### src/rtl/cdu_counter_bank.sv
// ---------------------------------------------------------------------------
// cdu_counter_bank
//
// Multi-channel CDU counter-increment interface. Each gimbal channel collects
// fine up/down pulses into a signed, saturating pending count. Pending counts
// are drained to the computer one increment at a time as PCDU (+1) or MCDU (-1)
// requests over a req/ack handshake. Grants are paced by rate_strobe (at most
// one per strobe) and arbitrated round-robin starting after the last channel
// that was acknowledged. Each channel also keeps a local angle read counter
// that follows every acknowledged increment.
//
// Ports
//   CLOCKH       system clock, all state changes on the rising edge
//   rst_n        asynchronous active-low reset
//   up_pulse     per-channel one-cycle +1 increment request
//   dn_pulse     per-channel one-cycle -1 increment request
//   zero         per-channel level: holds pending, angle and overflow at 0
//   rate_strobe  one-cycle pacing strobe, only honoured while idle
//   req_valid    increment request to the computer
//   req_chan     channel index of the current request
//   req_dir      1 = PCDU (+1), 0 = MCDU (-1)
//   req_ack      computer accepted the request (ignored while req_valid=0)
//   angle        concatenated angle counters, channel 0 in the LSBs
//   overflow     per-channel sticky flag: pending accumulator saturated
// ---------------------------------------------------------------------------
module cdu_counter_bank #(
    parameter int CHANNELS = 3,
    parameter int PEND_W   = 6,
    parameter int ANGLE_W  = 16,
    parameter int CH_W     = 3
) (
    input  logic                        CLOCKH,
    input  logic                        rst_n,
    input  logic [CHANNELS-1:0]         up_pulse,
    input  logic [CHANNELS-1:0]         dn_pulse,
    input  logic [CHANNELS-1:0]         zero,
    input  logic                        rate_strobe,
    output logic                        req_valid,
    output logic [CH_W-1:0]             req_chan,
    output logic                        req_dir,
    input  logic                        req_ack,
    output logic [CHANNELS*ANGLE_W-1:0] angle,
    output logic [CHANNELS-1:0]         overflow
);

    typedef enum logic {
        ST_IDLE = 1'b0,
        ST_REQ  = 1'b1
    } state_e;

    // Pending arithmetic is done two bits wider than the accumulator so that
    // +1 input and -1 drain can both be applied before the clamp is decided.
    localparam int SUM_W = PEND_W + 2;
    localparam logic signed [SUM_W-1:0] SAT_HI  = {3'b000, {(PEND_W-1){1'b1}}};
    localparam logic signed [SUM_W-1:0] SAT_LO  = -SAT_HI;
    localparam logic signed [SUM_W-1:0] SUM_ONE = {{(SUM_W-1){1'b0}}, 1'b1};
    localparam logic [ANGLE_W-1:0]      ANG_ONE = {{(ANGLE_W-1){1'b0}}, 1'b1};

    // -----------------------------------------------------------------------
    // State
    // -----------------------------------------------------------------------
    state_e                     state_q,      state_d;
    logic [CH_W-1:0]            req_chan_q,   req_chan_d;
    logic                       req_dir_q,    req_dir_d;
    logic [CH_W-1:0]            last_grant_q, last_grant_d;
    logic signed [PEND_W-1:0]   pending_q  [CHANNELS];
    logic signed [PEND_W-1:0]   pending_d  [CHANNELS];
    logic [ANGLE_W-1:0]         angle_q    [CHANNELS];
    logic [ANGLE_W-1:0]         angle_d    [CHANNELS];
    logic [CHANNELS-1:0]        overflow_q, overflow_d;

    // -----------------------------------------------------------------------
    // Request decode
    // -----------------------------------------------------------------------
    logic [CHANNELS-1:0] chan_hit;     // one-hot of req_chan_q
    logic                zero_on_req;  // in-flight channel is being zeroed
    logic                ack_take;     // acknowledge that actually takes effect

    always_comb begin
        // NOTE: every combinational output gets a default before any branch;
        // a path that leaves a signal unassigned would infer a latch.
        chan_hit = '0;
        for (int i = 0; i < CHANNELS; i++) begin
            chan_hit[i] = (req_chan_q == CH_W'(i));
        end
        zero_on_req = (state_q == ST_REQ) && ((zero & chan_hit) != '0);
        // A zero on the in-flight channel withdraws the request, so an ack in
        // the same cycle must not move the angle or the grant pointer.
        ack_take    = (state_q == ST_REQ) && req_ack && !zero_on_req;
    end

    // -----------------------------------------------------------------------
    // Per-channel pending accumulator, angle counter and overflow flag
    // -----------------------------------------------------------------------
    always_comb begin
        logic signed [SUM_W-1:0] sum;
        sum        = '0;
        overflow_d = overflow_q;
        for (int i = 0; i < CHANNELS; i++) begin
            pending_d[i] = pending_q[i];
            angle_d[i]   = angle_q[i];

            if (zero[i]) begin
                pending_d[i]  = '0;
                angle_d[i]    = '0;
                overflow_d[i] = 1'b0;
            end else begin
                sum = {{2{pending_q[i][PEND_W-1]}}, pending_q[i]};

                // Simultaneous up and dn cancel.
                if (up_pulse[i] && !dn_pulse[i]) begin
                    sum = sum + SUM_ONE;
                end else if (dn_pulse[i] && !up_pulse[i]) begin
                    sum = sum - SUM_ONE;
                end

                // The drain follows the direction latched at grant time, even
                // if opposing pulses flipped the sign of pending since then.
                if (ack_take && chan_hit[i]) begin
                    if (req_dir_q) begin
                        sum        = sum - SUM_ONE;
                        angle_d[i] = angle_q[i] + ANG_ONE;
                    end else begin
                        sum        = sum + SUM_ONE;
                        angle_d[i] = angle_q[i] - ANG_ONE;
                    end
                end

                // Symmetric clamp; the most negative code is never produced.
                if (sum > SAT_HI) begin
                    pending_d[i]  = SAT_HI[PEND_W-1:0];
                    overflow_d[i] = 1'b1;
                end else if (sum < SAT_LO) begin
                    pending_d[i]  = SAT_LO[PEND_W-1:0];
                    overflow_d[i] = 1'b1;
                end else begin
                    pending_d[i]  = sum[PEND_W-1:0];
                end
            end
        end
    end

    // -----------------------------------------------------------------------
    // Round-robin scan over the registered pending values
    // -----------------------------------------------------------------------
    logic [CHANNELS-1:0] cand;       // channel eligible for a grant
    logic [CHANNELS-1:0] cand_pos;   // pending is positive
    logic                scan_found;
    logic [CH_W-1:0]     scan_chan;
    logic                scan_dir;

    always_comb begin
        cand       = '0;
        cand_pos   = '0;
        scan_found = 1'b0;
        scan_chan  = '0;
        scan_dir   = 1'b0;
        for (int j = 0; j < CHANNELS; j++) begin
            cand[j]     = (pending_q[j] != '0) && !zero[j];
            cand_pos[j] = !pending_q[j][PEND_W-1];
        end
        // Offset k = 1 is the channel right after the last grant; the first
        // eligible offset wins. Only one j matches a given k.
        for (int k = 1; k <= CHANNELS; k++) begin
            for (int j = 0; j < CHANNELS; j++) begin
                if (!scan_found && cand[j] &&
                    ((int'(last_grant_q) + k) % CHANNELS) == j) begin
                    scan_found = 1'b1;
                    scan_chan  = CH_W'(j);
                    scan_dir   = cand_pos[j];
                end
            end
        end
    end

    // -----------------------------------------------------------------------
    // Request FSM
    // -----------------------------------------------------------------------
    always_comb begin
        state_d      = state_q;
        req_chan_d   = req_chan_q;
        req_dir_d    = req_dir_q;
        last_grant_d = last_grant_q;
        unique case (state_q)
            ST_IDLE: begin
                if (rate_strobe && scan_found) begin
                    state_d    = ST_REQ;
                    req_chan_d = scan_chan;
                    req_dir_d  = scan_dir;
                end
            end
            ST_REQ: begin
                // Strobes are ignored here and not remembered.
                if (zero_on_req) begin
                    state_d = ST_IDLE;
                end else if (ack_take) begin
                    state_d      = ST_IDLE;
                    last_grant_d = req_chan_q;
                end
            end
            default: state_d = ST_IDLE;
        endcase
    end

    // -----------------------------------------------------------------------
    // Registers
    // -----------------------------------------------------------------------
    always_ff @(posedge CLOCKH or negedge rst_n) begin
        if (!rst_n) begin
            state_q      <= ST_IDLE;
            req_chan_q   <= '0;
            req_dir_q    <= 1'b0;
            last_grant_q <= CH_W'(CHANNELS - 1);
            overflow_q   <= '0;
            // NOTE: the per-channel arrays are real state visible at the
            // outputs, so every element is reset, not left as a RAM.
            for (int i = 0; i < CHANNELS; i++) begin
                pending_q[i] <= '0;
                angle_q[i]   <= '0;
            end
        end else begin
            // NOTE: non-blocking assignments here so every register samples
            // the pre-edge values computed by the combinational blocks.
            state_q      <= state_d;
            req_chan_q   <= req_chan_d;
            req_dir_q    <= req_dir_d;
            last_grant_q <= last_grant_d;
            overflow_q   <= overflow_d;
            for (int i = 0; i < CHANNELS; i++) begin
                pending_q[i] <= pending_d[i];
                angle_q[i]   <= angle_d[i];
            end
        end
    end

    // -----------------------------------------------------------------------
    // Outputs
    // -----------------------------------------------------------------------
    assign req_valid = (state_q == ST_REQ);
    assign req_chan  = req_chan_q;
    assign req_dir   = req_dir_q;
    assign overflow  = overflow_q;

    for (genvar g = 0; g < CHANNELS; g++) begin : g_angle
        assign angle[g*ANGLE_W +: ANGLE_W] = angle_q[g];
    end

endmodule

### config.mk
export PLATFORM = sky130hd
export DESIGN_NAME = cdu_counter_bank
export DESIGN_NICKNAME = d
export VERILOG_FILES = /design/src/rtl/cdu_counter_bank.sv
export SDC_FILE = /design/constraint.sdc
export NUM_CORES = 1
export LEC_CHECK = 0
export ABC_AREA = 0
export BUFFER_PORTS_ARGS = -buffer_cell sky130_fd_sc_hd__clkbuf_2
export CORE_MARGIN = 1.5
export CORE_UTILIZATION = 57
export DETAILED_ROUTE_END_ITERATION = 8
export GPL_TIMING_DRIVEN = 0
export PLACE_DENSITY = 0.85
export RECOVER_POWER = 25
export SLEW_MARGIN = 20
export SYNTH_ARGS = -nofsm -noshare
export SYNTH_HDL_FRONTEND = slang
export SYNTH_SLANG_ARGS = --single-unit
### constraint.sdc
create_clock -name CLOCKH -period 11.8 [get_ports CLOCKH]
set_clock_uncertainty 0.2 [all_clocks]
set_input_delay 2.36 -clock CLOCKH [delete_from_list [all_inputs] [get_ports CLOCKH]]
set_output_delay 2.36 -clock CLOCKH [all_outputs]
set_load 0.02 [all_outputs]
Word level (Yosys, flattened, before mapping)
Cells that the tools add are included.

Output and inout bits: 56. Bits in registers: 77. Word-level logic and storage cells: 199.

Equality and inequality tests: 8. Bitwise operators: 3. Add/subtract/negate cells: 21. Order comparisons: 6. Reduce and logical (&&, ||, !) cells: 70. Mux-type cells: 75. Div/mod/pow operators: 3.

Operators with widths (number): $mux W16 (9); $mux W8 (18); $eq A32 B2 Y1 const B (3); $eq A32 B3 Y1 const B (3); $logic_not A32 Y1 (3); $mod A32 B3 Y32 const B (3); $mux W6 (9); $add A16 B1 Y16 const B (3); $sub A16 B1 Y16 const B (3); $logic_and A1 B1 Y1 (33); $mux W1 (31); $add A8 B2 Y8 const B (3); $gt A8 B6 Y1 const B (3); $lt A8 B6 Y1 const B (3); $sub A8 B2 Y8 const B (3); $add A6 B2 Y7 const B (3); $logic_not A1 Y1 (21); $mux W3 (7); $sub A6 B2 Y7 const B (3); $reduce_bool A6 Y1 (3); $reduce_bool A3 Y1 (4); $add A3 B2 Y4 const B (2); $reduce_bool A2 Y1 (3); $add A3 B1 Y4 const B (1); other kinds (8) (9).

Logic depth before layout (Yosys ltp)
Gate-level depths: netlist (run 1).

Depth in word-level cells: 40. Gate-level depth with buffers: 14.

Least setup slack after synthesis (run 1)
OpenSTA, ideal clock, no wires.

Kind: in2reg. Start point: input dn_pulse[0]. End point: register overflow_q[0], in the netlist overflow[0]. Cell stages on the path: 13. Data required time: 11.463 ns. Path slack: 6.757 ns. Setup time: 0.137 ns. Arrival: 4.707 ns. Path through: nor2b_1 -> nor2_1 -> o31ai_1 -> inv_1 -> fa_1 -> nor2b_1 -> o31a_1 -> or4b_1 -> nand3_1 -> o21a_1 -> o221ai_1 -> o31a_1 -> a31oi_1.

Longest elaborated chain between the ends: 11. Elaborated cells on any way between the ends: 16. Those cells by class: add/sub (2); order compare (2); mux (8); reduce/logical (4).

Ends and longest elaborated chain: from (decl) (line 35) `input logic [CHANNELS-1:0] dn_pulse,`; $logic_and A1 B1 Y1 or $logic_not A1 Y1 (tied branches) (line 113, 111); $mux W8 or $logic_and A1 B1 Y1 (tied branches) (line 113, 111); $mux W8 * (line 111) `if (up_pulse[i] && !dn_pulse[i]) begin`; $mux W8 * (line 103) `if (zero[i]) begin`; $add A8 B2 Y8 or $sub A8 B2 Y8 (tied branches) (line 124, 121); $mux W8 (line 120) `if (req_dir_q) begin`; $mux W8 * (line 119) `if (ack_take && chan_hit[i]) begin`; $mux W8 * (line 103); $gt A8 B6 Y1 (line 130) `if (sum > SAT_HI) begin`; $mux W1 (line 130); $mux W1 (line 103); to (signal assigned) (line 228) `overflow_q <= overflow_d;`; to (decl) (line 70) `logic [CHANNELS-1:0] overflow_q, overflow_d;`.

Mark *: on every way between the ends. The rest lies on a longest branch, timed or not. The select of a mux whose other input is x is not followed. A chain may end at the register's enable or synchronous reset.

==> run_results.csv, run 1 <==
group,metric,value,unit
yosys,syn_inst,819,
detailed_routing,wire_per_inst,15.6,microns
timing,max_slew_margin,-88.8,%
floorplanning,ios,69,
global_route,grt_overflow,0,
finish,multiInputGateArea,4740,sq um
detailed_routing,vias,6399,
finish,area_growth,12.8,%
clock_network,h-tree-depth,3,
floorplanning,fp-row-count,39,
setup_path,cp.required,11230,ps
timing,setup_ws,5820,ps
timing,fmax,0.167,GHz
timing,setup_viol,0,
placed_design,gp_congestion,0.927,
setup_path,critPathTopFamily,"buffers and inverters",
timing,tightestPinTransition,2830,ps
setup_path,crit_type,"input pin to asynchronous set/reset pin",
detailed_routing,drc_errors,0,
clock_network,path_clk_slew,60,ps
timing,slew_viol_final,53,
finish,final_cell_mix,"81 x nand2_1, 73 x dfrtp_1, 71 x ha_1",
job,drv_cap,1,
yosys,synth_fp_nets,909,
yosys,yosysWarnings,0,
global_route,grt_max_degree,53,
floorplanning,core-area,11600,sq um
yosys,postSynthAreaPerCell,8.37,sq um
floorplanning,dieArea,12700,sq um
setup_path,cp-end-kind,"asynchronous set/reset pin",
clock_network,cts_tree,"built",
clock_network,cts_buffer_depth,2,
detailed_routing,first_iter_violations,365,
run_status,violations,"capacitance limit, slew limit",
worst_hold_path,hold_class,"flip-flop to flip-flop",
floorplanning,die_x,113,microns
clock_network,cts-root-buf,"clkbuf_16",
setup_path,critPathLaunchType,"input pin",
placed_design,dpl.hpwl,11700,microns
power,ir_drop,0.163,mV
clock_network,cts_setup_buffers,0,
finish,register_area,1880,sq um
setup_path,crit_path_max_incr_delay,2080,ps
yosys,synth-seq-area-share,27.4,%
yosys,ys_types,80,
placed_design,dpl.cell_count,1030,
detailed_routing,drtAntennaViolNets,0,
yosys,dominantRegCellSynth,"dfrtp_1",
setup_path,cp_max_fo,52,
yosys,synth_edf_count,0,
timing,finalCritPeriodShare,50.7,%
global_route,grt_pass1_wl,28000,microns
floorplanning,start_util,59.3,%
placed_design,post-place-ws,6190,ps
setup_path,cp_common_cell,"clkbuf_1",
global_route,grt_use_total,27.0,%
timing,rsz0062_at_grt,"no",
placed_design,placement.io_buffers,66,
setup_path,cp_slowest_cell,"clkbuf_1",
setup_path,critical_path.cell_chain,"clkbuf_1 > clkbuf_1",
clock_network,cts.sinks,75,
power,pwr_density_cell,255,nW/um^2
run_status,status,"complete, but fails checks",
clock_network,insertion_delay,350,ps
finish,final_common_cell,"nand2_1",
finish,nets,988,
setup_path,critPathArrivalTime,5410,ps
finish,fin_cells,1046,
clock_network,cts_resized,0,
global_route,antenna_found_initial,0,
timing,hold_violations,0,
yosys,ys_seq_elements,75,
finish,fillers,973,
global_route,grt_pass1_vias,6160,
clock_network,cts_buffers,9,
timing,finalSetupTns,0,ps
finish,insertedDiodeCount,0,
clock_network,ctsHoldBuffers,0,
yosys,synthArstFlopShare,100,%
power,p_leak,3.58,nW
detailed_routing,first_pass_iters,5,
detailed_routing,drt_wl_total,16400,microns
timing,period_needed,5980,ps
detailed_routing,viasPerCell,6.12,
floorplanning,die_h,113,microns
finish,final_util,66.9,%
setup_path,crit_buf_inv,2,
yosys,mappedNetlistArea,6860,sq um
finish,drive_above_1_share,12.3,%
kinds of logic after synthesis:
family,count (synthesis),share of synthesized area [%]
AND/OR/NAND/NOR,291,21.3
AO/OA/AOI/OAI,241,22.9
adder cells (fa/ha/maj),77,14.7
flip-flops,75,27.4
buffers and inverters,63,3.56
XOR/XNOR,56,7.92
multiplexers,15,2.24
other,1,0.0547
worst paths after layout:
path | startpoint | endpoint | slack (ps) | cells past startpoint
setup / recovery | rst_n | req_dir$_DFFE_PN0P_ | 5820 | 2
min in group asynchronous | rst_n | angle[16]$_DFFE_PN0P_ | 2090 | 1
max in group CLOCKH | dn_pulse[0] | pending_q[14]$_DFF_PN0_ | 6450 | 14
setup reg to reg | req_dir$_DFFE_PN0P_ | angle[31]$_DFFE_PN0P_ | 7680 | 11
hold / removal | overflow[2]$_DFFE_PN0P_ | overflow[2]$_DFFE_PN0P_ | 320 | 2
hold reg to reg | overflow[2]$_DFFE_PN0P_ | overflow[2]$_DFFE_PN0P_ | 320 | 2
synth_stat cells (11+ instances only):
master / n / area [sq um]
nor2b_1: 18 / 113
a21oi_1: 57 / 285
nand2_1: 81 / 304
clkbuf_1: 19 / 71.3
mux2i_1: 12 / 120
nor2_1: 57 / 214
a21o_1: 12 / 90.1
dfrtp_1: 74 / 1850
o21a_1: 15 / 113
nor3_1: 28 / 140
xor2_1: 21 / 184
nand2b_1: 12 / 75.1
or3_1: 11 / 68.8
nand3_1: 29 / 145
o21ai_0: 52 / 260
xnor2_1: 31 / 272
a211oi_1: 13 / 97.6
ha_1: 71 / 888
inv_1: 37 / 139
a31oi_1: 15 / 93.8
final cells by class:
class,instances,share of cell area (%)
clock buffers,11,3.14
repair buffers,68,4.56
plain buffers,26,1.36
inverters,37,1.80
clock inverters,5,1.29
flip-flops and latches,75,24.3
multi-input cells,681,61.2
well taps,143,2.31
worst min-delay path, cell delays in order (launching register included):
cell	delay (ps)
dfrtp_1	370
inv_1	50
a21oi_1	50
layer usage:
metal / vias up / share of wire, % / GRT usage (%)
li1: 3177 / - / -
met1: 2993 / 44 / 33.1
met2: 195 / 48 / 46.7
met3: 34 / 6.2 / 6.26
met4: 0 / 1.9 / 9.03
met5: - / 0 / 0
report_power, final:
group	switching (mW)	total, mW	internal [mW]	leakage [nW]
Sequential	0.0828	0.400	0.317	1.01
Clock	0.115	0.326	0.212	0.169
Combinational	0.718	1.25	0.530	2.40
Total	0.915	1.97	1.06	3.58
stage by stage:
step	cell area (sq um)	total power [mW]	hold WS, ps
after floorplan	6860	1.37	278
after global placement	7370	1.58	299
after detailed placement	7420	1.62	308
after CTS	7760	1.97	317
after global routing	7730	2.15	346
final	7730	1.97	317
state kept, by name, indices dropped and copies added, names as in the netlist:
register	count
req_chan	2
overflow	3
last_grant_q	2
angle	48
pending_q	18
req_dir	1
req_valid	1
(Power assumes the default switching activity.)
==> inputs of run 2 (changes only) <==
--- a/config.mk
+++ b/config.mk
@@ -8,10 +8,10 @@
 export ABC_AREA = 0
 export BUFFER_PORTS_ARGS = -buffer_cell sky130_fd_sc_hd__clkbuf_2
 export CORE_MARGIN = 1.5
-export CORE_UTILIZATION = 57
+export CORE_UTILIZATION = 55
 export DETAILED_ROUTE_END_ITERATION = 8
 export GPL_TIMING_DRIVEN = 0
-export PLACE_DENSITY = 0.85
+export PLACE_DENSITY = 0.86
 export RECOVER_POWER = 25
 export SLEW_MARGIN = 20
 export SYNTH_ARGS = -nofsm -noshare
==> constraint.sdc (replaced) <==
create_clock -name CLOCKH -period 4.97 [get_ports CLOCKH]
set_clock_uncertainty 0.2 [all_clocks]
set_input_delay 0.994 -clock CLOCKH [delete_from_list [all_inputs] [get_ports CLOCKH]]
set_output_delay 0.994 -clock CLOCKH [all_outputs]
set_load 0.02 [all_outputs]
==> run_results.csv, run 2 (synthesis results as in run 1) <==
group,metric,value,unit
detailed_routing,first_pass_iters,4,
timing,rsz0062_at_grt,"no",
floorplanning,dieArea,13100,sq um
finish,stdcell_area,7730,sq um
detailed_routing,vias,6374,
floorplanning,fp-row-count,40,
timing,finalSetupTns,0,ps
detailed_routing,first_iter_violations,452,
global_route,antenna_found_initial,0,
run_status,violations,"capacitance limit, slew limit",
finish,largest_register_ffs,48,
clock_network,cts_buffer_depth,2,
floorplanning,die_h,115,microns
clock_network,cts.sinks,75,
power,pwr_density_cell,592,nW/um^2
clock_network,h-tree-depth,3,
floorplanning,start_util,56.6,%
global_route,grt_max_degree,41,
clock_network,cts-root-buf,"clkbuf_16",
finish,drive_above_1_share,12.1,%
floorplanning,core-area,12100,sq um
setup_path,crit_type,"flip-flop to flip-flop",
setup_path,reg2reg_slack,870,ps
timing,tightestPinTransition,2160,ps
finish,fin_cells,1071,
clock_network,cts_setup_buffers,0,
placed_design,dpl.cell_count,1055,
power,p_leak,3.56,nW
global_route,grt_overflow,0,
detailed_routing,drt_wl_total,16500,microns
placed_design,dpl_cell_area,7440,sq um
floorplanning,ios,69,
placed_design,dpl.hpwl,12000,microns
setup_path,cp_max_fo,27,
global_route,grt_use_total,26.4,%
finish,final_cell_mix,"81 x nand2_1, 73 x dfrtp_1, 71 x ha_1",
setup_path,cp.required,5040,ps
timing,fin_hold_ws,315,ps
floorplanning,die_x,115,microns
worst_hold_path,hold_class,"flip-flop to flip-flop",
setup_path,cp-end-kind,"flip-flop",
timing,slew_viol_final,36,
timing,hold_violations,0,
clock_network,path_clk_slew,60,ps
timing,setup_viol,0,
timing,finalCritPeriodShare,82.6,%
setup_path,critPathArrivalTime,4170,ps
finish,final_common_cell,"nand2_1",
power,p_total,4.58,mW
placed_design,gp_congestion,0.889,
placed_design,post-place-ws,633,ps
clock_network,cts_buffers,9,
timing,period_needed,4100,ps
global_route,grt_pass1_wl,28000,microns
finish,insertedDiodeCount,0,
detailed_routing,drc_errors,0,
clock_network,ctsHoldBuffers,0,
clock_network,cts_resized,0,
setup_path,critPathLaunchType,"flip-flop",
global_route,grt_pass1_vias,6206,
timing,max_slew_margin,-43.8,%
power,ir_drop,0.390,mV
finish,final_util,63.8,%
finish,area_growth,12.7,%
detailed_routing,wire_per_inst,15.4,microns
detailed_routing,viasPerCell,5.95,
clock_network,cts_tree,"built",
placed_design,placement.io_buffers,66,
timing,fmax,0.244,GHz
clock_network,insertion_delay,350,ps
run_status,status,"complete, but fails checks",
job,drv_cap,1,
timing,setup_ws,867,ps
finish,nets,988,
detailed_routing,drtAntennaViolNets,0,
-- run 2: path summary, 6_finish.rpt --
kind                                           end                    start  cells after the start
max in group asynchronous    angle[43]$_DFFE_PN0P_                    rst_n                      1
setup reg to reg             angle[31]$_DFFE_PN0P_      req_dir$_DFFE_PN0P_                     11
hold / removal             overflow[2]$_DFFE_PN0P_  overflow[2]$_DFFE_PN0P_                      2
min in group asynchronous    angle[20]$_DFFE_PN0P_                    rst_n                      1
setup / recovery             angle[31]$_DFFE_PN0P_      req_dir$_DFFE_PN0P_                     11
hold reg to reg            overflow[2]$_DFFE_PN0P_  overflow[2]$_DFFE_PN0P_                      2
-- run 2: cell type report --
class                           instances  area, sq um
Fill cell                            1069         4380
Inverter                               37          139
Multi-Input combinational cell        681         4740
Timing Repair Buffer                   68          369
Clock inverter                          2         35.0
Tap cell                              168          210
Clock buffer                           14          254
Buffer                                 26          105
Sequential cell                        75         1880
-- run 2: routing by layer --
| metal | track usage, % | vias up | wire length (microns) |
|---|---|---|---|
| met5 | 0 | - | 0 |
| met2 | 46.8 | 165 | 8030 |
| met1 | 31.9 | 3018 | 7400 |
| met3 | 5.24 | 29 | 803 |
| met4 | 9.00 | 0 | 259 |
| li1 | - | 3162 | - |
-- run 2: critical path, cell delays in order, from the launching register on --
cell and delay, ps:
dfrtp_2 810, inv_2 430, buf_12 290, ha_1 370
nor4_1 300, nor3_1 110, a2111oi_2 420, o31ai_1 180
o41ai_2 270, xnor2_1 120, or3_1 330, a21oi_1 160
-- run 2: power breakdown --
group          internal [mW]  total [mW]  switching, mW
Combinational           1.26        2.96           1.70
Sequential             0.752       0.947          0.195
Clock                  0.403       0.668          0.265
==> inputs of run 3 (changes only) <==
==> constraint.sdc (replaced) <==
create_clock -name CLOCKH -period 3.45 [get_ports CLOCKH]
set_clock_uncertainty 0.2 [all_clocks]
set_input_delay 0.69 -clock CLOCKH [delete_from_list [all_inputs] [get_ports CLOCKH]]
set_output_delay 0.69 -clock CLOCKH [all_outputs]
set_load 0.02 [all_outputs]
==> run_results.csv, run 3 (synthesis results as in run 1) <==
group,metric,value,unit
run_status,status,"complete, but fails checks",
run_status,violations,"capacitance limit, slew limit, setup timing",
power,pwr-share-clk,14.2,%
setup_path,cp_max_fo,6,
power,power_switching,3.50,mW
worst_hold_path,holdPathStages,2,
floorplanning,dieArea,13100,sq um
job,drv_cap,1,
setup_path,critPathLaunchType,"flip-flop",
timing,slew_viol_final,34,
timing,hold_violations,0,
worst_hold_path,hold_class,"flip-flop to flip-flop",
clock_network,cts-root-buf,"clkbuf_16",
setup_path,cp.required,3510,ps
clock_network,insertion_delay,350,ps
placed_design,dpl.cell_count,1054,
placed_design,placement.io_buffers,66,
floorplanning,start_util,56.6,%
power,pwr-share-seq,18.3,%
setup_path,crit_type,"flip-flop to flip-flop",
power,switching_share,46.9,%
timing,rsz0062_at_grt,"yes",
global_route,antenna_found_initial,0,
detailed_routing,drt_wl_total,18500,microns
global_route,grt_pass1_wl,29300,microns
global_route,grt_max_degree,43,
placed_design,gp_congestion,0.893,
finish,insertedDiodeCount,0,
setup_path,cp_common_cell,"o31a_1",
power,combPwrFrac,67.6,%
power,ir_drop,0.550,mV
setup_path,crit_path_max_incr_delay,510,ps
timing,setup_ws,-18.1,ps
timing,fmax,0.288,GHz
finish,fin_cells,1103,
global_route,grt_overflow,0,
clock_network,cts.sinks,75,
global_route,grt_pass1_vias,6305,
finish,final_util,69.0,%
setup_path,rr_startpoint,"pending_q[13]$_DFF_PN0_",
timing,period_needed,3470,ps
finish,final_common_cell,"nand2_1",
clock_network,cts_tree,"built",
setup_path,reg2regPathDepth,13,
placed_design,dpl.hpwl,12000,microns
setup_path,critical_path.cell_chain,"inv_1 > ha_2 > a22oi_2 > xnor2_2 > ha_1 > nor2b_2 > o31a_1 > or4b_4 > nand3_4 > o21a_1 > o221ai_2 > o31a_1 > o22ai_2",
finish,largest_register_ffs,48,
power,p_total,7.47,mW
floorplanning,fp-row-count,40,
detailed_routing,first_pass_iters,5,
detailed_routing,vias,6752,
detailed_routing,drc_errors,0,
power,p_int,3.96,mW
floorplanning,die_h,115,microns
worst_hold_path,hold_path_end,"overflow[1]$_DFFE_PN0P_",
timing,setup_viol,1,
floorplanning,die_x,115,microns
finish,final_cell_mix,"80 x nand2_1, 70 x dfrtp_1, 63 x clkbuf_2",
detailed_routing,wire_per_inst,16.8,microns
clock_network,cts_buffers,9,
clock_network,path_clk_slew,60,ps
finish,area_growth,21.9,%
clock_network,cts_buffer_depth,2,
floorplanning,ios,69,
worst_hold_path,hp-start,"overflow[1]$_DFFE_PN0P_",
detailed_routing,viasPerCell,6.12,
finish,drive_above_1_share,21.3,%
detailed_routing,first_iter_violations,718,
timing,fin_hold_ws,335,ps
timing,tightestPinTransition,1980,ps
floorplanning,core-area,12100,sq um
power,pwr_density_cell,893,nW/um^2
power,p_leak,3.80,nW
setup_path,critPathArrivalTime,3530,ps
setup_path,crit_buf_inv,1,
placed_design,post-place-ws,-1090,ps
setup_path,worstReg2RegEnd,"pending_q[16]$_DFF_PN0_",
finish,nets,1020,
global_route,grt_use_total,27.8,%
setup_path,critPathTopFamily,"compound AO/OA/AOI/OAI gates",
setup_path,reg2reg_slack,-20,ps
clock_network,ctsHoldBuffers,0,
timing,max_slew_margin,-32.1,%
setup_path,cp-end-kind,"flip-flop",
setup_path,cp_slowest_cell,"or4b_4",
timing,finalCritPeriodShare,101,%
detailed_routing,drtAntennaViolNets,0,
clock_network,h-tree-depth,3,
## run 3: changes by cell type in the layout (fill, tap and decap cells not counted), sizes merged
cell / previous run / this run
buf: 9 / 40
bufinv: 1 / 2
clkbuf: 99 / 95
clkinvlp: 0 / 5
inv: 37 / 36
## run 3: metal layers
| layer | vias up | routed length [microns] | GRT usage [%] |
|---|---|---|---|
| met2 | 242 | 8940 | 47.5 |
| met1 | 3232 | 8100 | 34.9 |
| met5 | - | 0 | 0 |
| met3 | 45 | 1060 | 5.45 |
| met4 | 0 | 446 | 10.1 |
| li1 | 3233 | - | - |
## run 3: power groups by stage
stage / clock, mW / combinational (mW) / sequential, mW
after floorplan: 0 / 3.32 / 1.44
after global placement: 0 / 4.11 / 1.38
after detailed placement: 0 / 4.25 / 1.38
after CTS: 1.07 / 4.48 / 1.35
after global routing: 1.11 / 5.55 / 1.39
final: 1.06 / 5.05 / 1.36
## run 3: cell type report
| cell class | count | area (sq um) |
|---|---|---|
| clock buffer | 12 | 256 |
| timing repair buffer | 98 | 614 |
| fill | 984 | 3750 |
| tap | 168 | 210 |
| multi-input combinational | 681 | 5050 |
| sequential | 75 | 1890 |
| inverter | 37 | 143 |
| clock inverter | 4 | 72.6 |
| buffer | 25 | 101 |
| timing repair inverter | 3 | 20.0 |
## run 3: worst max-delay path by stage
stage	startpoint	endpoint	slack [ps]	cells past startpoint
6_report	pending_q[13]$_DFF_PN0_	pending_q[16]$_DFF_PN0_	-20	13
5_1_grt	pending_q[13]$_DFF_PN0_	pending_q[16]$_DFF_PN0_	-130	14
4_1_cts	dn_pulse[2]	pending_q[3]$_DFF_PN0_	10	12
3_5_place_dp	req_dir$_DFFE_PN0P_	angle[47]$_DFFE_PN0P_	-1090	10
3_3_place_gp	req_dir$_DFFE_PN0P_	angle[46]$_DFFE_PN0P_	-990	10
2_1_floorplan	req_dir$_DFFE_PN0P_	angle[46]$_DFFE_PN0P_	-300	10
## run 3: through the flow
stage                     TNS, ps  area [sq um]
after global routing         -742          8360
after detailed placement   -35540          7510
after CTS                       0          7960
after floorplan             -2720          6950
after global placement     -33670          7490
final                       -18.1          8360
## run 3: worst register-to-register path, stage by stage (launching register included)
cell,delay (ps)
dfrtp_1,400
inv_1,110
ha_2,220
a22oi_2,230
xnor2_2,160
ha_1,290
nor2b_2,160
o31a_1,290
or4b_4,520
nand3_4,100
o21a_1,160
o221ai_2,120
o31a_1,200
o22ai_2,230
## run 3: repair_timing
action,4_1_cts,5_1_grt
gates cloned,3,0
pin swaps,3,30
gates resized for setup,10,52
endpoints found under the setup margin,56,25
buffers inserted,8,23
